## src/rtl/unidade_controle_if.sv

```systemverilog
// Bus between the control unit and the instruction memory / ALU datapath.
// The master is the control unit; the slave is the memory and datapath side.
interface unidade_controle_if;
  localparam int unsigned DW = 8;
  localparam int unsigned RW = 2;
  localparam int unsigned OW = 3;

  logic [DW-1:0] instrucao;
  logic          pronto_mem;
  logic          zero;
  logic [DW-1:0] pc;
  logic [OW-1:0] sinal_ula;
  logic [RW-1:0] reg_fonte1;
  logic [RW-1:0] reg_fonte2;
  logic [RW-1:0] reg_destino;
  logic          reg_escrita;
  logic          sel_imediato;
  logic [DW-1:0] imediato;
  logic          parado;

  modport master (
    input  instrucao, pronto_mem, zero,
    output pc, sinal_ula, reg_fonte1, reg_fonte2, reg_destino,
           reg_escrita, sel_imediato, imediato, parado
  );

  modport slave (
    output instrucao, pronto_mem, zero,
    input  pc, sinal_ula, reg_fonte1, reg_fonte2, reg_destino,
           reg_escrita, sel_imediato, imediato, parado
  );
endinterface

```

## src/rtl/unidade_controle.sv

```systemverilog
// Multi-cycle control unit of the 8-bit processor: fetch, decode, execute, write-back,
// with skip-if-equal branch resolved from the ALU zero flag and a sticky halt.
module unidade_controle (
  input  logic                clock,
  input  logic                reset,
  unidade_controle_if.master  bus
);
  localparam int unsigned DW = 8;
  localparam int unsigned RW = 2;
  localparam int unsigned OW = 3;

  localparam logic [OW-1:0] OP_ADD  = 3'b010;
  localparam logic [OW-1:0] OP_SUB  = 3'b011;
  localparam logic [OW-1:0] OP_ADDI = 3'b101;
  localparam logic [OW-1:0] OP_BEQ  = 3'b110;
  localparam logic [OW-1:0] OP_HALT = 3'b111;

  typedef enum logic [2:0] {
    BUSCA, DECODIFICA, EXECUTA, ESCRITA, PARADO
  } estado_t;

  estado_t       r_estado, w_estado_prox;
  logic [DW-1:0] r_pc, w_pc_prox;
  logic [DW-1:0] r_ir, w_ir_prox;
  logic [DW-1:0] r_imediato, w_imediato_prox;
  logic [OW-1:0] r_sinal_ula, w_sinal_ula_prox;
  logic [RW-1:0] r_fonte1, w_fonte1_prox;
  logic [RW-1:0] r_fonte2, w_fonte2_prox;
  logic [RW-1:0] r_destino, w_destino_prox;
  logic          r_escrita, w_escrita_prox;
  logic          r_sel_imediato, w_sel_imediato_prox;
  logic          r_parado, w_parado_prox;

  logic [OW-1:0] w_op;
  logic [RW-1:0] w_rd;
  logic [RW-1:0] w_rs;

  assign w_op = r_ir[7:5];
  assign w_rd = r_ir[4:3];
  assign w_rs = r_ir[2:1];

  // State and registered outputs
  always_ff @(posedge clock or posedge reset) begin
    if (reset) begin
      r_estado       <= BUSCA;
      r_pc           <= '0;
      r_ir           <= '0;
      r_imediato     <= '0;
      r_sinal_ula    <= '0;
      r_fonte1       <= '0;
      r_fonte2       <= '0;
      r_destino      <= '0;
      r_escrita      <= 1'b0;
      r_sel_imediato <= 1'b0;
      r_parado       <= 1'b0;
    end else begin
      r_estado       <= w_estado_prox;
      r_pc           <= w_pc_prox;
      r_ir           <= w_ir_prox;
      r_imediato     <= w_imediato_prox;
      r_sinal_ula    <= w_sinal_ula_prox;
      r_fonte1       <= w_fonte1_prox;
      r_fonte2       <= w_fonte2_prox;
      r_destino      <= w_destino_prox;
      r_escrita      <= w_escrita_prox;
      r_sel_imediato <= w_sel_imediato_prox;
      r_parado       <= w_parado_prox;
    end
  end

  // Next state and next output values; write enable is a single-cycle pulse
  always_comb begin
    w_estado_prox       = r_estado;
    w_pc_prox           = r_pc;
    w_ir_prox           = r_ir;
    w_imediato_prox     = r_imediato;
    w_sinal_ula_prox    = r_sinal_ula;
    w_fonte1_prox       = r_fonte1;
    w_fonte2_prox       = r_fonte2;
    w_destino_prox      = r_destino;
    w_escrita_prox      = 1'b0;
    w_sel_imediato_prox = r_sel_imediato;
    w_parado_prox       = r_parado;

    case (r_estado)
      BUSCA: begin
        if (bus.pronto_mem) begin
          w_ir_prox     = bus.instrucao;
          w_pc_prox     = r_pc + DW'(1);
          w_estado_prox = DECODIFICA;
        end
      end
      DECODIFICA: begin
        w_fonte1_prox       = w_rd;
        w_fonte2_prox       = w_rs;
        w_destino_prox      = w_rd;
        w_imediato_prox     = DW'(r_ir[2:0]);
        w_sel_imediato_prox = (w_op == OP_ADDI);
        case (w_op)
          OP_ADDI: w_sinal_ula_prox = OP_ADD;
          OP_BEQ:  w_sinal_ula_prox = OP_SUB;
          OP_HALT: w_sinal_ula_prox = '0;
          default: w_sinal_ula_prox = w_op;
        endcase
        if (w_op == OP_HALT) begin
          w_parado_prox = 1'b1;
          w_estado_prox = PARADO;
        end else begin
          w_estado_prox = EXECUTA;
        end
      end
      EXECUTA: begin
        if (w_op == OP_BEQ) begin
          if (bus.zero) w_pc_prox = r_pc + DW'(1);
          w_estado_prox = BUSCA;
        end else begin
          w_escrita_prox = 1'b1;
          w_estado_prox  = ESCRITA;
        end
      end
      ESCRITA: w_estado_prox = BUSCA;
      PARADO:  w_estado_prox = PARADO;
      default: w_estado_prox = BUSCA;
    endcase
  end

  assign bus.pc           = r_pc;
  assign bus.sinal_ula    = r_sinal_ula;
  assign bus.reg_fonte1   = r_fonte1;
  assign bus.reg_fonte2   = r_fonte2;
  assign bus.reg_destino  = r_destino;
  assign bus.reg_escrita  = r_escrita;
  assign bus.sel_imediato = r_sel_imediato;
  assign bus.imediato     = r_imediato;
  assign bus.parado       = r_parado;
endmodule

```

## src/flat_wrapper.sv

```systemverilog
// flat-port wrapper written by rule: the top's interface ports become plain ports
module unidade_controle_flat 
  (clock, reset, bus_instrucao, bus_pronto_mem, bus_zero, bus_pc, bus_sinal_ula, bus_reg_fonte1, bus_reg_fonte2, bus_reg_destino, bus_reg_escrita, bus_sel_imediato, bus_imediato, bus_parado);
  unidade_controle_if bus_i ();
  input  logic clock;
  input  logic reset;
  input wire logic [$bits(bus_i.instrucao)-1:0] bus_instrucao;
  input wire logic [$bits(bus_i.pronto_mem)-1:0] bus_pronto_mem;
  input wire logic [$bits(bus_i.zero)-1:0] bus_zero;
  output wire logic [$bits(bus_i.pc)-1:0] bus_pc;
  output wire logic [$bits(bus_i.sinal_ula)-1:0] bus_sinal_ula;
  output wire logic [$bits(bus_i.reg_fonte1)-1:0] bus_reg_fonte1;
  output wire logic [$bits(bus_i.reg_fonte2)-1:0] bus_reg_fonte2;
  output wire logic [$bits(bus_i.reg_destino)-1:0] bus_reg_destino;
  output wire logic [$bits(bus_i.reg_escrita)-1:0] bus_reg_escrita;
  output wire logic [$bits(bus_i.sel_imediato)-1:0] bus_sel_imediato;
  output wire logic [$bits(bus_i.imediato)-1:0] bus_imediato;
  output wire logic [$bits(bus_i.parado)-1:0] bus_parado;
  assign bus_i.instrucao = bus_instrucao;
  assign bus_i.pronto_mem = bus_pronto_mem;
  assign bus_i.zero = bus_zero;
  assign bus_pc = bus_i.pc;
  assign bus_sinal_ula = bus_i.sinal_ula;
  assign bus_reg_fonte1 = bus_i.reg_fonte1;
  assign bus_reg_fonte2 = bus_i.reg_fonte2;
  assign bus_reg_destino = bus_i.reg_destino;
  assign bus_reg_escrita = bus_i.reg_escrita;
  assign bus_sel_imediato = bus_i.sel_imediato;
  assign bus_imediato = bus_i.imediato;
  assign bus_parado = bus_i.parado;
  unidade_controle u_core (.clock(clock), .reset(reset), .bus(bus_i));
endmodule
```

## config.mk

```make
export PLATFORM = sky130hd
export DESIGN_NAME = unidade_controle_flat
export DESIGN_NICKNAME = d
export VERILOG_FILES = /design/src/rtl/unidade_controle_if.sv /design/src/rtl/unidade_controle.sv /design/src/flat_wrapper.sv
export SDC_FILE = /design/constraint.sdc
export NUM_CORES = 1
export LEC_CHECK = 0
export BUFFER_PORTS_ARGS = -buffer_cell sky130_fd_sc_hd__buf_2
export CORE_AREA = 2 2 55 57
export CTS_CLUSTER_SIZE = 24
export DETAILED_ROUTE_END_ITERATION = 7
export DIE_AREA = 0 0 57 59
export PLACE_DENSITY = 0.76
export SLEW_MARGIN = 20
export SYNTH_ARGS = -nofsm -noshare
export SYNTH_HDL_FRONTEND = slang
export SYNTH_SLANG_ARGS = --single-unit
```

## constraint.sdc

```tcl
create_clock -name clock -period 2 [get_ports clock]
set_clock_uncertainty 0.1 [all_clocks]
set_input_delay 0.1 -clock clock [delete_from_list [all_inputs] [get_ports clock]]
set_output_delay 0.1 -clock clock [all_outputs]
set_load 0.01 [all_outputs]
```

==> flow_summary.html, run 1 <==
<table>
<tr><th>Metric</th><th>Value</th></tr>
<tr><th colspan="2">STA</th></tr>
<tr><td>Worst hold slack after final layout</td><td>0.285 ns</td></tr>
<tr><td>Crit path time final</td><td>1.83 ns</td></tr>
<tr><td>Period utilization</td><td>0.914</td></tr>
<tr><td>Max-slew violations</td><td>0</td></tr>
<tr><td>Worst slew pin tran</td><td>0.527 ns</td></tr>
<tr><td>Hold violation total from the final report</td><td>0</td></tr>
<tr><td>Max Clk Rate</td><td>547 MHz</td></tr>
<tr><td>Final setup violation count</td><td>0</td></tr>
<tr><td>Relative slew slack</td><td>0.649</td></tr>
<tr><td>Unrepaired setup endpoints after global routing</td><td>no</td></tr>
<tr><td>Setup_tns</td><td>0 ns</td></tr>
<tr><th colspan="2">Final layout</th></tr>
<tr><td>Final Core Density</td><td>0.608</td></tr>
<tr><td>Final net count</td><td>164</td></tr>
<tr><td>Share of cells above drive strength 1</td><td>0.395</td></tr>
<tr><td>Most common library cell in the layout ignoring fill and taps</td><td>buf_2</td></tr>
<tr><td>Growth of design area from synthesis to finish</td><td>22.6%</td></tr>
<tr><td>Number of cells in the finished layout apart from fillers</td><td>183</td></tr>
<tr><td>Commonest cells after routing, fill and taps aside</td><td>buf_2 (34), dfrtp_1 (30), mux2_2 (13)</td></tr>
<tr><td>Diodes inserted</td><td>0</td></tr>
<tr><th colspan="2">Die</th></tr>
<tr><td>Cell Rows</td><td>19</td></tr>
<tr><td>Core Region</td><td>0.00271 mm2</td></tr>
<tr><td>Die width</td><td>57 um</td></tr>
<tr><td>Die height</td><td>59 um</td></tr>
<tr><td>Count of boundary I/O pins</td><td>40</td></tr>
<tr><td>Initial Utilization</td><td>0.496</td></tr>
<tr><td>Full die area</td><td>0.00336 mm2</td></tr>
<tr><th colspan="2">Detailed routing</th></tr>
<tr><td>Total DRC errors in the routed layout</td><td>0</td></tr>
<tr><td>Routed wire length per instance</td><td>13.5 um</td></tr>
<tr><td>Vias per cell</td><td>5.03</td></tr>
<tr><td>Wire length after detailed routing</td><td>2480 um</td></tr>
<tr><td>Post-route ant nets</td><td>0</td></tr>
<tr><td>DRT iter0 DRCs</td><td>17</td></tr>
<tr><td>Detailed-route via count</td><td>921</td></tr>
<tr><td>Number of detailed-route iterations in the first pass</td><td>4</td></tr>
<tr><th colspan="2">Critical path</th></tr>
<tr><td>Longest individual stage delay on the worst path</td><td>0.56 ns</td></tr>
<tr><td>CP Class</td><td>flop to flop</td></tr>
<tr><td>Ordered list of cells on the worst path</td><td>mux2i_1, a2111oi_4, mux2_2</td></tr>
<tr><td>Type of element launching the critical path</td><td>flop</td></tr>
<tr><td>Crit path capture type</td><td>flop</td></tr>
<tr><td>Max FO, Critical Path</td><td>8</td></tr>
<tr><td>Critical Path RT</td><td>2.11 ns</td></tr>
<tr><td>Reg2Reg Depth</td><td>3</td></tr>
<tr><td>Data arrival time at the worst-slack endpoint</td><td>1.94 ns</td></tr>
<tr><td>Crit path max-delay cell type</td><td>a2111oi_4</td></tr>
<tr><th colspan="2">Clock tree</th></tr>
<tr><td>Total setup buffers inserted after CTS</td><td>0</td></tr>
<tr><td>Source-to-sink clock delay at the later pin of the worst-skew pair</td><td>0.32 ns</td></tr>
<tr><td>Clock H-tree levels</td><td>2</td></tr>
<tr><td>Root buffer selected by CTS</td><td>clkbuf_4</td></tr>
<tr><td>Max Root-Sink Buffers</td><td>2</td></tr>
<tr><td>CTS Buf Count</td><td>5</td></tr>
<tr><td>TritonCTS clock tree</td><td>done</td></tr>
<tr><td>Clock Sink Count</td><td>30</td></tr>
<tr><td>Post-CTS clock slew at the launch and capture registers of the worst setup and hold paths</td><td>0.09 ns</td></tr>
<tr><th colspan="2">Power and ir drop</th></tr>
<tr><td>Net switching power figure</td><td>915 uW</td></tr>
<tr><td>Pwr/cell area</td><td>1500 mW/mm2</td></tr>
<tr><td>Share of total power in the clock network</td><td>0.150</td></tr>
<tr><td>Int Power</td><td>1550 uW</td></tr>
<tr><td>Sequential cell fraction of total power</td><td>0.454</td></tr>
<tr><td>Peak supply drop</td><td>0.975 mV</td></tr>
<tr><td>Logic gate share of total power</td><td>0.396</td></tr>
<tr><td>Switching share of power</td><td>0.371</td></tr>
<tr><td>Leakage power total</td><td>0.000811 uW</td></tr>
<tr><th colspan="2">Flow run</th></tr>
<tr><td>Max cap viols</td><td>0</td></tr>
<tr><th colspan="2">Global route</th></tr>
<tr><td>Wire length of the first global-routing pass</td><td>4000 um</td></tr>
<tr><td>Vias in the first global route</td><td>911</td></tr>
<tr><td>All-Layer GR Usage</td><td>0.165</td></tr>
<tr><td>Initial antenna violation count</td><td>0</td></tr>
<tr><td>Total congestion overflow after global routing</td><td>0</td></tr>
<tr><td>Largest net degree at the start of global routing</td><td>31</td></tr>
<tr><th colspan="2">Yosys</th></tr>
<tr><td>Sequential element share of the synthesized area</td><td>0.558</td></tr>
<tr><td>Synth Area per Inst</td><td>12.6 um2</td></tr>
<tr><td>Number of flip-flops and latches in the synthesized netlist</td><td>30</td></tr>
<tr><td>Synth Warn #</td><td>0</td></tr>
<tr><td>Synth Cell Area</td><td>0.00135 mm2</td></tr>
<tr><td>Post-synthesis cell count</td><td>107</td></tr>
<tr><td>Synth cell types</td><td>31</td></tr>
<tr><th colspan="2">Place</th></tr>
<tr><td>Port buffer count</td><td>34</td></tr>
<tr><td>Dpl cells</td><td>165</td></tr>
<tr><td>Post-DP HPWL</td><td>1630 um</td></tr>
<tr><td>Placer Congestion</td><td>0.760</td></tr>
<tr><th colspan="2">Worst hold path</th></tr>
<tr><td>Classification of the worst-slack hold path</td><td>input port to async pin</td></tr>
<tr><th colspan="2">Outcome</th></tr>
<tr><td>Run status</td><td>complete, no violations</td></tr>
</table>
## state kept, by name (all words and copies together), names as in the netlist
name / count
u_core.bus.reg_destino: 2
u_core.r_estado: 3
u_core.bus.imediato: 1
u_core.bus.reg_fonte2: 2
u_core.bus.pc: 8
u_core.bus.sinal_ula: 3
u_core.bus.reg_escrita: 1
u_core.bus.parado: 1
u_core.r_ir: 8
u_core.bus.sel_imediato: 1
## repair_timing
action | 4_1_cts | 5_1_grt
endpoints found under the hold margin | 39 | 0
hold buffers | 10 | 0
resized for setup | 0 | 0
## synthesized netlist by cell type
master | n | area [um2]
o21ai_0 | 3 | 15.0
and3_1 | 2 | 12.5
dfrtp_1 | 30 | 751
clkbuf_1 | 1 | 3.75
nand2b_1 | 1 | 6.26
o22a_1 | 1 | 8.76
o41ai_1 | 1 | 8.76
nor2_1 | 2 | 7.51
a2111oi_4 | 1 | 27.5
inv_1 | 3 | 11.3
o31ai_1 | 1 | 7.51
ha_1 | 1 | 12.5
nand3_1 | 1 | 5.00
o21bai_1 | 1 | 7.51
nand3b_4 | 1 | 20.0
conb_1 | 1 | 3.75
nor3_1 | 2 | 10.0
mux2_2 | 13 | 146
nand2_1 | 9 | 33.8
buf_6 | 1 | 11.3
a211oi_1 | 1 | 7.51
a21boi_0 | 1 | 7.51
nor3_2 | 1 | 10.0
a21oi_1 | 1 | 5.00
xor2_1 | 2 | 17.5
xnor2_1 | 6 | 52.6
buf_2 | 1 | 5.00
mux2i_1 | 1 | 10.0
buf_4 | 11 | 82.6
nand4_1 | 5 | 31.3
or3_1 | 1 | 6.26
## logic make-up after synthesis
family | after synthesis | share of synthesized area
compound gates | 11 | 0.0707
xor+xnor | 8 | 0.0521
fa+ha+maj | 1 | 0.00930
buf+inv | 17 | 0.0846
flops | 30 | 0.558
mux | 14 | 0.116
other cells | 1 | 0.00279
simple gates | 25 | 0.106
## stage by stage
stage	setup slack, ns	cell area, um2	total power, uW
final	0.172	1650	2470
after global routing	0.0534	1650	2640
after CTS	0.160	1650	2500
after detailed placement	0.191	1490	2100
after global placement	0.233	1490	2050
after floorplan	0.272	1360	1860
## worst paths after layout
path	end	slack, ns	from
setup / recovery	u_core.bus.pc[1]	0.17	u_core.r_estado[1]
hold / removal	u_core.r_ir[2]	0.29	reset
setup reg to reg	u_core.bus.pc[1]	0.17	u_core.r_estado[1]
hold reg to reg	u_core.bus.sinal_ula[2]	0.38	u_core.bus.sinal_ula[2]
max in group asynchronous	u_core.bus.pc[5]	1.25	reset
min in group clock	u_core.bus.pc[0]	0.30	bus_zero
## routing by layer
metal	wire, um	global-route usage	part of all wire
met1	1030	0.176	0.42
met2	1210	0.274	0.49
met3	145	0.0611	0.059
met4	87	0.110	0.035
met5	0	0	0
## power by group through the flow
| stage | registers (uW) | clock network (uW) | logic (uW) |
|---|---|---|---|
| 2_1_floorplan | 1140 | 0 | 719 |
| 3_3_place_gp | 1100 | 0 | 948 |
| 3_5_place_dp | 1130 | 0 | 971 |
| 4_1_cts | 1120 | 388 | 989 |
| 5_1_grt | 1160 | 416 | 1070 |
| 6_report | 1120 | 370 | 977 |
## layout make-up
| cell class | count | area (um2) |
|---|---|---|
| Fill cell | 234 | 1060 |
| Sequential cell | 30 | 751 |
| Multi-Input combinational cell | 64 | 495 |
| Timing Repair Buffer | 47 | 293 |
| Clock buffer | 7 | 55.1 |
| Tap cell | 31 | 38.8 |
| Inverter | 3 | 11.3 |
| Clock inverter | 1 | 5.00 |
## critical path: cells and delay by family (launching register included)
| family | cells | cell delay (ns) |
|---|---|---|
| AOI/OAI and AO/OA | 1 | 0.56 |
| DFF | 1 | 0.48 |
| muxes | 2 | 0.58 |
Power figures use the tool's default switching activity.
==> run 2: changes to the inputs <==
--- a/config.mk
+++ b/config.mk
@@ -7,6 +7,7 @@
 export LEC_CHECK = 0
 export BUFFER_PORTS_ARGS = -buffer_cell sky130_fd_sc_hd__buf_2
 export CORE_AREA = 2 2 55 57
+export CTS_BUF_LIST = sky130_fd_sc_hd__clkbuf_4 sky130_fd_sc_hd__clkbuf_8
 export CTS_CLUSTER_SIZE = 24
 export DETAILED_ROUTE_END_ITERATION = 7
 export DIE_AREA = 0 0 57 59
==> constraint.sdc (replaced) <==
create_clock -name clock -period 1.72 [get_ports clock]
set_clock_uncertainty 0.1 [all_clocks]
set_input_delay 0.086 -clock clock [delete_from_list [all_inputs] [get_ports clock]]
set_output_delay 0.086 -clock clock [all_outputs]
set_load 0.01 [all_outputs]
==> run 2 against run 1 <==
- fmax is 11% higher
- sequential power up 14%
- core utilization is 2.0 points higher
- cell area increased by 3.3%
- die area unchanged
- sequential share of layout area shrank 1.4 points
- cell count increased by 3.3%
- largest power group unchanged
- critical endpoint is now u_core.bus.reg_destino[0]
- count of clock-buffer cells in the layout stayed put
==> flow_summary.html, run 2 (same netlist as run 1, synthesis figures left out) <==
<table>
<tr><th>Metric</th><th>Value</th></tr>
<tr><th colspan="2">Outcome</th></tr>
<tr><td>Run status</td><td>complete, no violations</td></tr>
<tr><th colspan="2">Final layout</th></tr>
<tr><td>Share of cells above drive strength 1</td><td>0.430</td></tr>
<tr><td>Diodes inserted</td><td>0</td></tr>
<tr><td>Fillers</td><td>230</td></tr>
<tr><td>Commonest cells after routing, fill and taps aside</td><td>buf_2 (34), dfrtp_1 (29), mux2_2 (13)</td></tr>
<tr><td>Growth of design area from synthesis to finish</td><td>26.6%</td></tr>
<tr><td>Final net count</td><td>170</td></tr>
<tr><td>Most common library cell in the layout ignoring fill and taps</td><td>buf_2</td></tr>
<tr><th colspan="2">Detailed routing</th></tr>
<tr><td>Detailed-route via count</td><td>937</td></tr>
<tr><td>Total DRC errors in the routed layout</td><td>0</td></tr>
<tr><td>DRT iter0 DRCs</td><td>20</td></tr>
<tr><td>Vias per cell</td><td>4.96</td></tr>
<tr><td>Post-route ant nets</td><td>0</td></tr>
<tr><td>Wire length after detailed routing</td><td>2550 um</td></tr>
<tr><td>Number of detailed-route iterations in the first pass</td><td>3</td></tr>
<tr><td>Routed wire length per instance</td><td>13.5 um</td></tr>
<tr><th colspan="2">Global route</th></tr>
<tr><td>Largest net degree at the start of global routing</td><td>18</td></tr>
<tr><td>Wire length of the first global-routing pass</td><td>4220 um</td></tr>
<tr><td>Initial antenna violation count</td><td>0</td></tr>
<tr><td>Vias in the first global route</td><td>954</td></tr>
<tr><td>All-Layer GR Usage</td><td>0.172</td></tr>
<tr><td>Total congestion overflow after global routing</td><td>0</td></tr>
<tr><th colspan="2">STA</th></tr>
<tr><td>Period utilization</td><td>0.955</td></tr>
<tr><td>Max Clk Rate</td><td>609 MHz</td></tr>
<tr><td>Crit path time final</td><td>1.64 ns</td></tr>
<tr><td>Relative slew slack</td><td>0.646</td></tr>
<tr><td>Unrepaired setup endpoints after global routing</td><td>no</td></tr>
<tr><td>Worst setup margin</td><td>0.0770 ns</td></tr>
<tr><td>Worst slew pin tran</td><td>0.530 ns</td></tr>
<tr><td>Final setup violation count</td><td>0</td></tr>
<tr><td>Setup_tns</td><td>0 ns</td></tr>
<tr><td>Max-slew violations</td><td>0</td></tr>
<tr><td>Worst hold slack after final layout</td><td>0.260 ns</td></tr>
<tr><td>Hold violation total from the final report</td><td>0</td></tr>
<tr><th colspan="2">Clock tree</th></tr>
<tr><td>CTS Buf Count</td><td>5</td></tr>
<tr><td>Clock H-tree levels</td><td>2</td></tr>
<tr><td>Max Root-Sink Buffers</td><td>2</td></tr>
<tr><td>Post-CTS clock slew at the launch and capture registers of the worst setup and hold paths</td><td>0.09 ns</td></tr>
<tr><td>Clock Sink Count</td><td>30</td></tr>
<tr><td>Root buffer selected by CTS</td><td>clkbuf_4</td></tr>
<tr><td>TritonCTS clock tree</td><td>done</td></tr>
<tr><td>Source-to-sink clock delay at the later pin of the worst-skew pair</td><td>0.31 ns</td></tr>
<tr><th colspan="2">Power and ir drop</th></tr>
<tr><td>Logic gate share of total power</td><td>0.427</td></tr>
<tr><td>Pwr/cell area</td><td>1760 mW/mm2</td></tr>
<tr><td>Sequential cell fraction of total power</td><td>0.427</td></tr>
<tr><td>Share of total power in the clock network</td><td>0.145</td></tr>
<tr><td>Peak supply drop</td><td>1.17 mV</td></tr>
<tr><td>Switching share of power</td><td>0.361</td></tr>
<tr><td>Net switching power figure</td><td>1080 uW</td></tr>
<tr><td>Leakage power total</td><td>0.000843 uW</td></tr>
<tr><td>Int Power</td><td>1910 uW</td></tr>
<tr><th colspan="2">Die</th></tr>
<tr><td>Die height</td><td>59 um</td></tr>
<tr><td>Die width</td><td>57 um</td></tr>
<tr><td>Full die area</td><td>0.00336 mm2</td></tr>
<tr><td>Count of boundary I/O pins</td><td>40</td></tr>
<tr><td>Core Region</td><td>0.00271 mm2</td></tr>
<tr><td>Initial Utilization</td><td>0.496</td></tr>
<tr><td>Cell Rows</td><td>19</td></tr>
<tr><th colspan="2">Critical path</th></tr>
<tr><td>Critical Path RT</td><td>1.81 ns</td></tr>
<tr><td>Type of element launching the critical path</td><td>flop</td></tr>
<tr><td>Crit path capture type</td><td>flop</td></tr>
<tr><td>CP Class</td><td>flop to flop</td></tr>
<tr><td>Max FO, Critical Path</td><td>14</td></tr>
<tr><td>Data arrival time at the worst-slack endpoint</td><td>1.74 ns</td></tr>
<tr><th colspan="2">Place</th></tr>
<tr><td>Placer Congestion</td><td>0.727</td></tr>
<tr><td>Port buffer count</td><td>34</td></tr>
<tr><td>Worst slack after detailed placement</td><td>0.0416 ns</td></tr>
<tr><td>Post-DP HPWL</td><td>1850 um</td></tr>
<tr><th colspan="2">Flow run</th></tr>
<tr><td>Max cap viols</td><td>0</td></tr>
<tr><th colspan="2">Worst hold path</th></tr>
<tr><td>Classification of the worst-slack hold path</td><td>input port to async pin</td></tr>
</table>
[run 2: worst paths after layout]
kind	startpoint	to	slack, ns	cells past startpoint
max reg2reg	u_core.r_estado[0]	u_core.bus.reg_destino[0]	0.08	4
min in group clock	bus_zero	u_core.bus.pc[1]	0.35	4
max in group asynchronous	reset	u_core.r_ir[0]	0.63	4
max	u_core.r_estado[0]	u_core.bus.reg_destino[0]	0.08	4
min	reset	u_core.bus.pc[0]	0.26	3
min reg2reg	u_core.bus.pc[7]	u_core.bus.pc[7]	0.37	1
[run 2: repair_timing]
item                                    CTS  global route
hold buffers                             10             0
hold endpoints to repair                 22             0
endpoints found under the setup margin    0             6
buffers inserted                          0             2
resized for setup                         0             2
[run 2: power by group through the flow]
stage	Sequential, uW	Combinational, uW	Clock (uW)
detailed placement	1300	1230	0
finish	1280	1280	436
global route	1330	1420	489
global placement	1280	1190	0
CTS	1290	1240	457
floorplan	1320	836	0
[run 2: routing by layer]
metal  vias up  GRT usage  share of wire
met5         -          0              0
met1       458      0.187           0.42
met2        23      0.309           0.53
met3         2     0.0524          0.036
li1        454          -              -
met4         0     0.0797         0.0086
[run 2: layout make-up]
class                      instances  area [um2]  area share
multi-input combinational         64         495       0.291
clock buffer                       7        58.8      0.0345
inverter                           3        11.3     0.00661
clock inverter                     1        5.00     0.00294
sequential                        30         752       0.442
timing repair buffer              53         342       0.201
tap                               31        38.8      0.0228
[run 2: stage by stage]
stage,utilization,power (uW),cells,cell area (um2)
finish,0.628,3000,189,1700
global route,0.628,3230,189,1700
CTS,0.621,2990,187,1680
detailed placement,0.560,2530,169,1520
global placement,0.560,2470,169,1520
floorplan,-,2160,111,1360
[run 2: critical path, cell delays in order (launching register included)]
cell and delay, ns:
dfrtp_1 0.48, inv_1 0.10, or3_1 0.36, buf_4 0.20, mux2_2 0.29
==> run 3: changes to the inputs <==
--- a/config.mk
+++ b/config.mk
@@ -6,12 +6,14 @@
 export NUM_CORES = 1
 export LEC_CHECK = 0
 export BUFFER_PORTS_ARGS = -buffer_cell sky130_fd_sc_hd__buf_2
-export CORE_AREA = 2 2 55 57
+export CELL_PAD_IN_SITES_DETAIL_PLACEMENT = 1
+export CELL_PAD_IN_SITES_GLOBAL_PLACEMENT = 1
+export CORE_AREA = 2 2 61 63
 export CTS_BUF_LIST = sky130_fd_sc_hd__clkbuf_4 sky130_fd_sc_hd__clkbuf_8
 export CTS_CLUSTER_SIZE = 24
 export DETAILED_ROUTE_END_ITERATION = 7
-export DIE_AREA = 0 0 57 59
-export PLACE_DENSITY = 0.76
+export DIE_AREA = 0 0 63 65
+export PLACE_DENSITY_LB_ADDON = 0.1
 export SLEW_MARGIN = 20
 export SYNTH_ARGS = -nofsm -noshare
 export SYNTH_HDL_FRONTEND = slang
==> run 3 against run 2 <==
- non-clock buffer count shrank 4
- core utilization shrank 14 points
- sequential share of layout area increased by 0.34 points
- register-to-register slack hardly changed
- worst setup slack gained 0.013 ns
- power down 3.3%
- sequential cell count unchanged
- global-route usage shrank 2.2 points
- worst hold slack worse by 0.24 ns
- critical path depth unchanged
- largest cell class unchanged
==> flow_summary.html, run 3 (same netlist as run 1, synthesis figures left out) <==
<table>
<tr><th>Metric</th><th>Value</th></tr>
<tr><th colspan="2">Worst hold path</th></tr>
<tr><td>Classification of the worst-slack hold path</td><td>input port to flop</td></tr>
<tr><td>Hold path endpoint</td><td>u_core.r_estado[0]</td></tr>
<tr><td>Hold path startpoint</td><td>bus_pronto_mem</td></tr>
<tr><td>Hold depth</td><td>3</td></tr>
<tr><th colspan="2">Critical path</th></tr>
<tr><td>Reg2Reg Depth</td><td>4</td></tr>
<tr><td>Largest delay contributor family on the critical path</td><td>multiplexers</td></tr>
<tr><td>CP Class</td><td>flop to flop</td></tr>
<tr><td>Buffers and inverters on the worst path</td><td>1</td></tr>
<tr><td>Longest individual stage delay on the worst path</td><td>0.47 ns</td></tr>
<tr><td>Type of element launching the critical path</td><td>flop</td></tr>
<tr><td>Endpoint of the most critical register-to-register path</td><td>u_core.bus.pc[1]</td></tr>
<tr><td>Critical Path RT</td><td>1.82 ns</td></tr>
<tr><td>Data arrival time at the worst-slack endpoint</td><td>1.73 ns</td></tr>
<tr><td>Ordered list of cells on the worst path</td><td>mux2i_1, a2111oi_4, buf_6, mux2_2</td></tr>
<tr><td>Crit path capture type</td><td>flop</td></tr>
<tr><td>Minimum setup slack among reg-to-reg paths</td><td>0.09 ns</td></tr>
<tr><td>R2R Path Start</td><td>u_core.r_estado[1]</td></tr>
<tr><td>Crit path max-delay cell type</td><td>dfrtp_2</td></tr>
<tr><td>Max FO, Critical Path</td><td>8</td></tr>
<tr><th colspan="2">Die</th></tr>
<tr><td>Die width</td><td>63 um</td></tr>
<tr><td>Full die area</td><td>0.00410 mm2</td></tr>
<tr><td>Cell Rows</td><td>22</td></tr>
<tr><td>Initial Utilization</td><td>0.385</td></tr>
<tr><td>Core Region</td><td>0.00350 mm2</td></tr>
<tr><td>Count of boundary I/O pins</td><td>40</td></tr>
<tr><td>Die height</td><td>65 um</td></tr>
<tr><th colspan="2">Detailed routing</th></tr>
<tr><td>DRT iter0 DRCs</td><td>33</td></tr>
<tr><td>Wire length after detailed routing</td><td>2510 um</td></tr>
<tr><td>Routed wire length per instance</td><td>12.5 um</td></tr>
<tr><td>Vias per cell</td><td>4.64</td></tr>
<tr><td>Post-route ant nets</td><td>0</td></tr>
<tr><td>Number of detailed-route iterations in the first pass</td><td>4</td></tr>
<tr><td>Detailed-route via count</td><td>933</td></tr>
<tr><td>Total DRC errors in the routed layout</td><td>0</td></tr>
<tr><th colspan="2">Global route</th></tr>
<tr><td>Initial antenna violation count</td><td>0</td></tr>
<tr><td>Vias in the first global route</td><td>1,017</td></tr>
<tr><td>Wire length of the first global-routing pass</td><td>4640 um</td></tr>
<tr><td>Met3 usage</td><td>0.0573</td></tr>
<tr><td>GRT Max-Usage Layer</td><td>met2</td></tr>
<tr><td>Total congestion overflow after global routing</td><td>0</td></tr>
<tr><td>Routing usage on met1</td><td>0.175</td></tr>
<tr><td>GR met2 Demand/Resource</td><td>0.251</td></tr>
<tr><td>All-Layer GR Usage</td><td>0.151</td></tr>
<tr><td>Largest net degree at the start of global routing</td><td>18</td></tr>
<tr><th colspan="2">Power and ir drop</th></tr>
<tr><td>Leakage power total</td><td>0.000820 uW</td></tr>
<tr><td>Pwr/cell area</td><td>1710 mW/mm2</td></tr>
<tr><td>Peak supply drop</td><td>0.624 mV</td></tr>
<tr><td>Total power draw</td><td>2900 uW</td></tr>
<tr><th colspan="2">Outcome</th></tr>
<tr><td>Run status</td><td>complete, no violations</td></tr>
<tr><th colspan="2">Final layout</th></tr>
<tr><td>Number of cells in the finished layout apart from fillers</td><td>201</td></tr>
<tr><td>Final net count</td><td>166</td></tr>
<tr><td>Share of cells above drive strength 1</td><td>0.431</td></tr>
<tr><td>Commonest cells after routing, fill and taps aside</td><td>buf_2 (34), dfrtp_1 (27), mux2_2 (13)</td></tr>
<tr><td>Most common library cell in the layout ignoring fill and taps</td><td>buf_2</td></tr>
<tr><td>Fillers</td><td>409</td></tr>
<tr><td>Growth of design area from synthesis to finish</td><td>26.0%</td></tr>
<tr><td>Diodes inserted</td><td>0</td></tr>
<tr><th colspan="2">STA</th></tr>
<tr><td>Period utilization</td><td>0.948</td></tr>
<tr><td>Max-slew violations</td><td>0</td></tr>
<tr><td>Worst hold slack after final layout</td><td>0.0224 ns</td></tr>
<tr><td>Unrepaired setup endpoints after global routing</td><td>no</td></tr>
<tr><td>Final setup violation count</td><td>0</td></tr>
<tr><td>Max Clk Rate</td><td>614 MHz</td></tr>
<tr><td>Setup_tns</td><td>0 ns</td></tr>
<tr><td>Worst slew pin tran</td><td>0.584 ns</td></tr>
<tr><td>Hold violation total from the final report</td><td>0</td></tr>
<tr><td>Relative slew slack</td><td>0.610</td></tr>
<tr><td>Crit path time final</td><td>1.63 ns</td></tr>
<tr><th colspan="2">Place</th></tr>
<tr><td>Placer Congestion</td><td>0.747</td></tr>
<tr><td>Port buffer count</td><td>34</td></tr>
<tr><td>Post-DP HPWL</td><td>1810 um</td></tr>
<tr><td>Dpl cells</td><td>185</td></tr>
<tr><th colspan="2">Clock tree</th></tr>
<tr><td>Root buffer selected by CTS</td><td>clkbuf_4</td></tr>
<tr><td>Post-CTS clock slew at the launch and capture registers of the worst setup and hold paths</td><td>0.08 ns</td></tr>
<tr><td>Max Root-Sink Buffers</td><td>2</td></tr>
<tr><td>Clock Sink Count</td><td>30</td></tr>
<tr><td>Source-to-sink clock delay at the later pin of the worst-skew pair</td><td>0.32 ns</td></tr>
<tr><td>TritonCTS clock tree</td><td>done</td></tr>
<tr><td>CTS Buf Count</td><td>5</td></tr>
<tr><td>Clock H-tree levels</td><td>2</td></tr>
<tr><th colspan="2">Flow run</th></tr>
<tr><td>Max cap viols</td><td>0</td></tr>
</table>
-- run 3: per-stage QoR --
stage / cell area, um2 / worst slack, ns / utilization
3_3_place_gp: 1550 / 0.0846 / 0.442
4_1_cts: 1690 / 0.0445 / 0.483
2_1_floorplan: 1360 / 0.0304 / -
3_5_place_dp: 1550 / 0.0582 / 0.442
5_1_grt: 1700 / 0.0217 / 0.485
6_report: 1700 / 0.0900 / 0.485
-- run 3: final cells by class --
class | instances | area, um2 | share of cell area
Tap cell | 48 | 60.1 | 0.0354
Inverter | 3 | 11.3 | 0.00664
Sequential cell | 30 | 754 | 0.445
Clock buffer | 7 | 52.6 | 0.0310
Timing Repair Buffer | 49 | 322 | 0.190
Multi-Input combinational cell | 64 | 495 | 0.292
-- run 3: tightest hold or removal path, delay by kind of cell --
family | cells | cell delay [ns]
buffers and inverters | 1 | 0.11
AO/OA/AOI/OAI | 1 | 0.09
AND/OR/NAND/NOR | 1 | 0.11
-- run 3: layer usage --
metal,share of wire,up-vias,wire (um)
met4,0.019,0,48
met2,0.51,29,1270
met5,0,-,0
li1,-,443,-
met1,0.42,455,1040
met3,0.057,6,143
-- run 3: repair_timing --
| action | in CTS | in global routing |
|---|---|---|
| endpoints found under the hold margin | 21 | 0 |
| setup endpoints to repair | 0 | 10 |
| resized for setup | 0 | 4 |
| setup buffers | 0 | 0 |
| hold buffers | 9 | 0 |
-- run 3: worst max-delay path by stage --
stage	to	slack, ns	cells past startpoint	start
floorplan	u_core.bus.pc[1]	0.03	3	u_core.r_ir[5]
global route	u_core.bus.pc[1]	0.02	4	u_core.r_estado[1]
CTS	u_core.bus.reg_destino[0]	0.04	4	u_core.r_estado[0]
finish	u_core.bus.pc[1]	0.09	4	u_core.r_estado[1]
global placement	u_core.bus.pc[1]	0.08	4	u_core.r_estado[1]
detailed placement	u_core.bus.imediato[0]	0.06	4	u_core.r_estado[0]
-- run 3: report_power, final --
part | leakage (uW) | total [uW] | switching [uW] | internal, uW
Combinational | 0.000419 | 1210 | 565 | 641
Sequential | 0.000368 | 1290 | 270 | 1020
Clock | 0.0000322 | 399 | 214 | 185
Total | 0.000820 | 2900 | 1050 | 1850
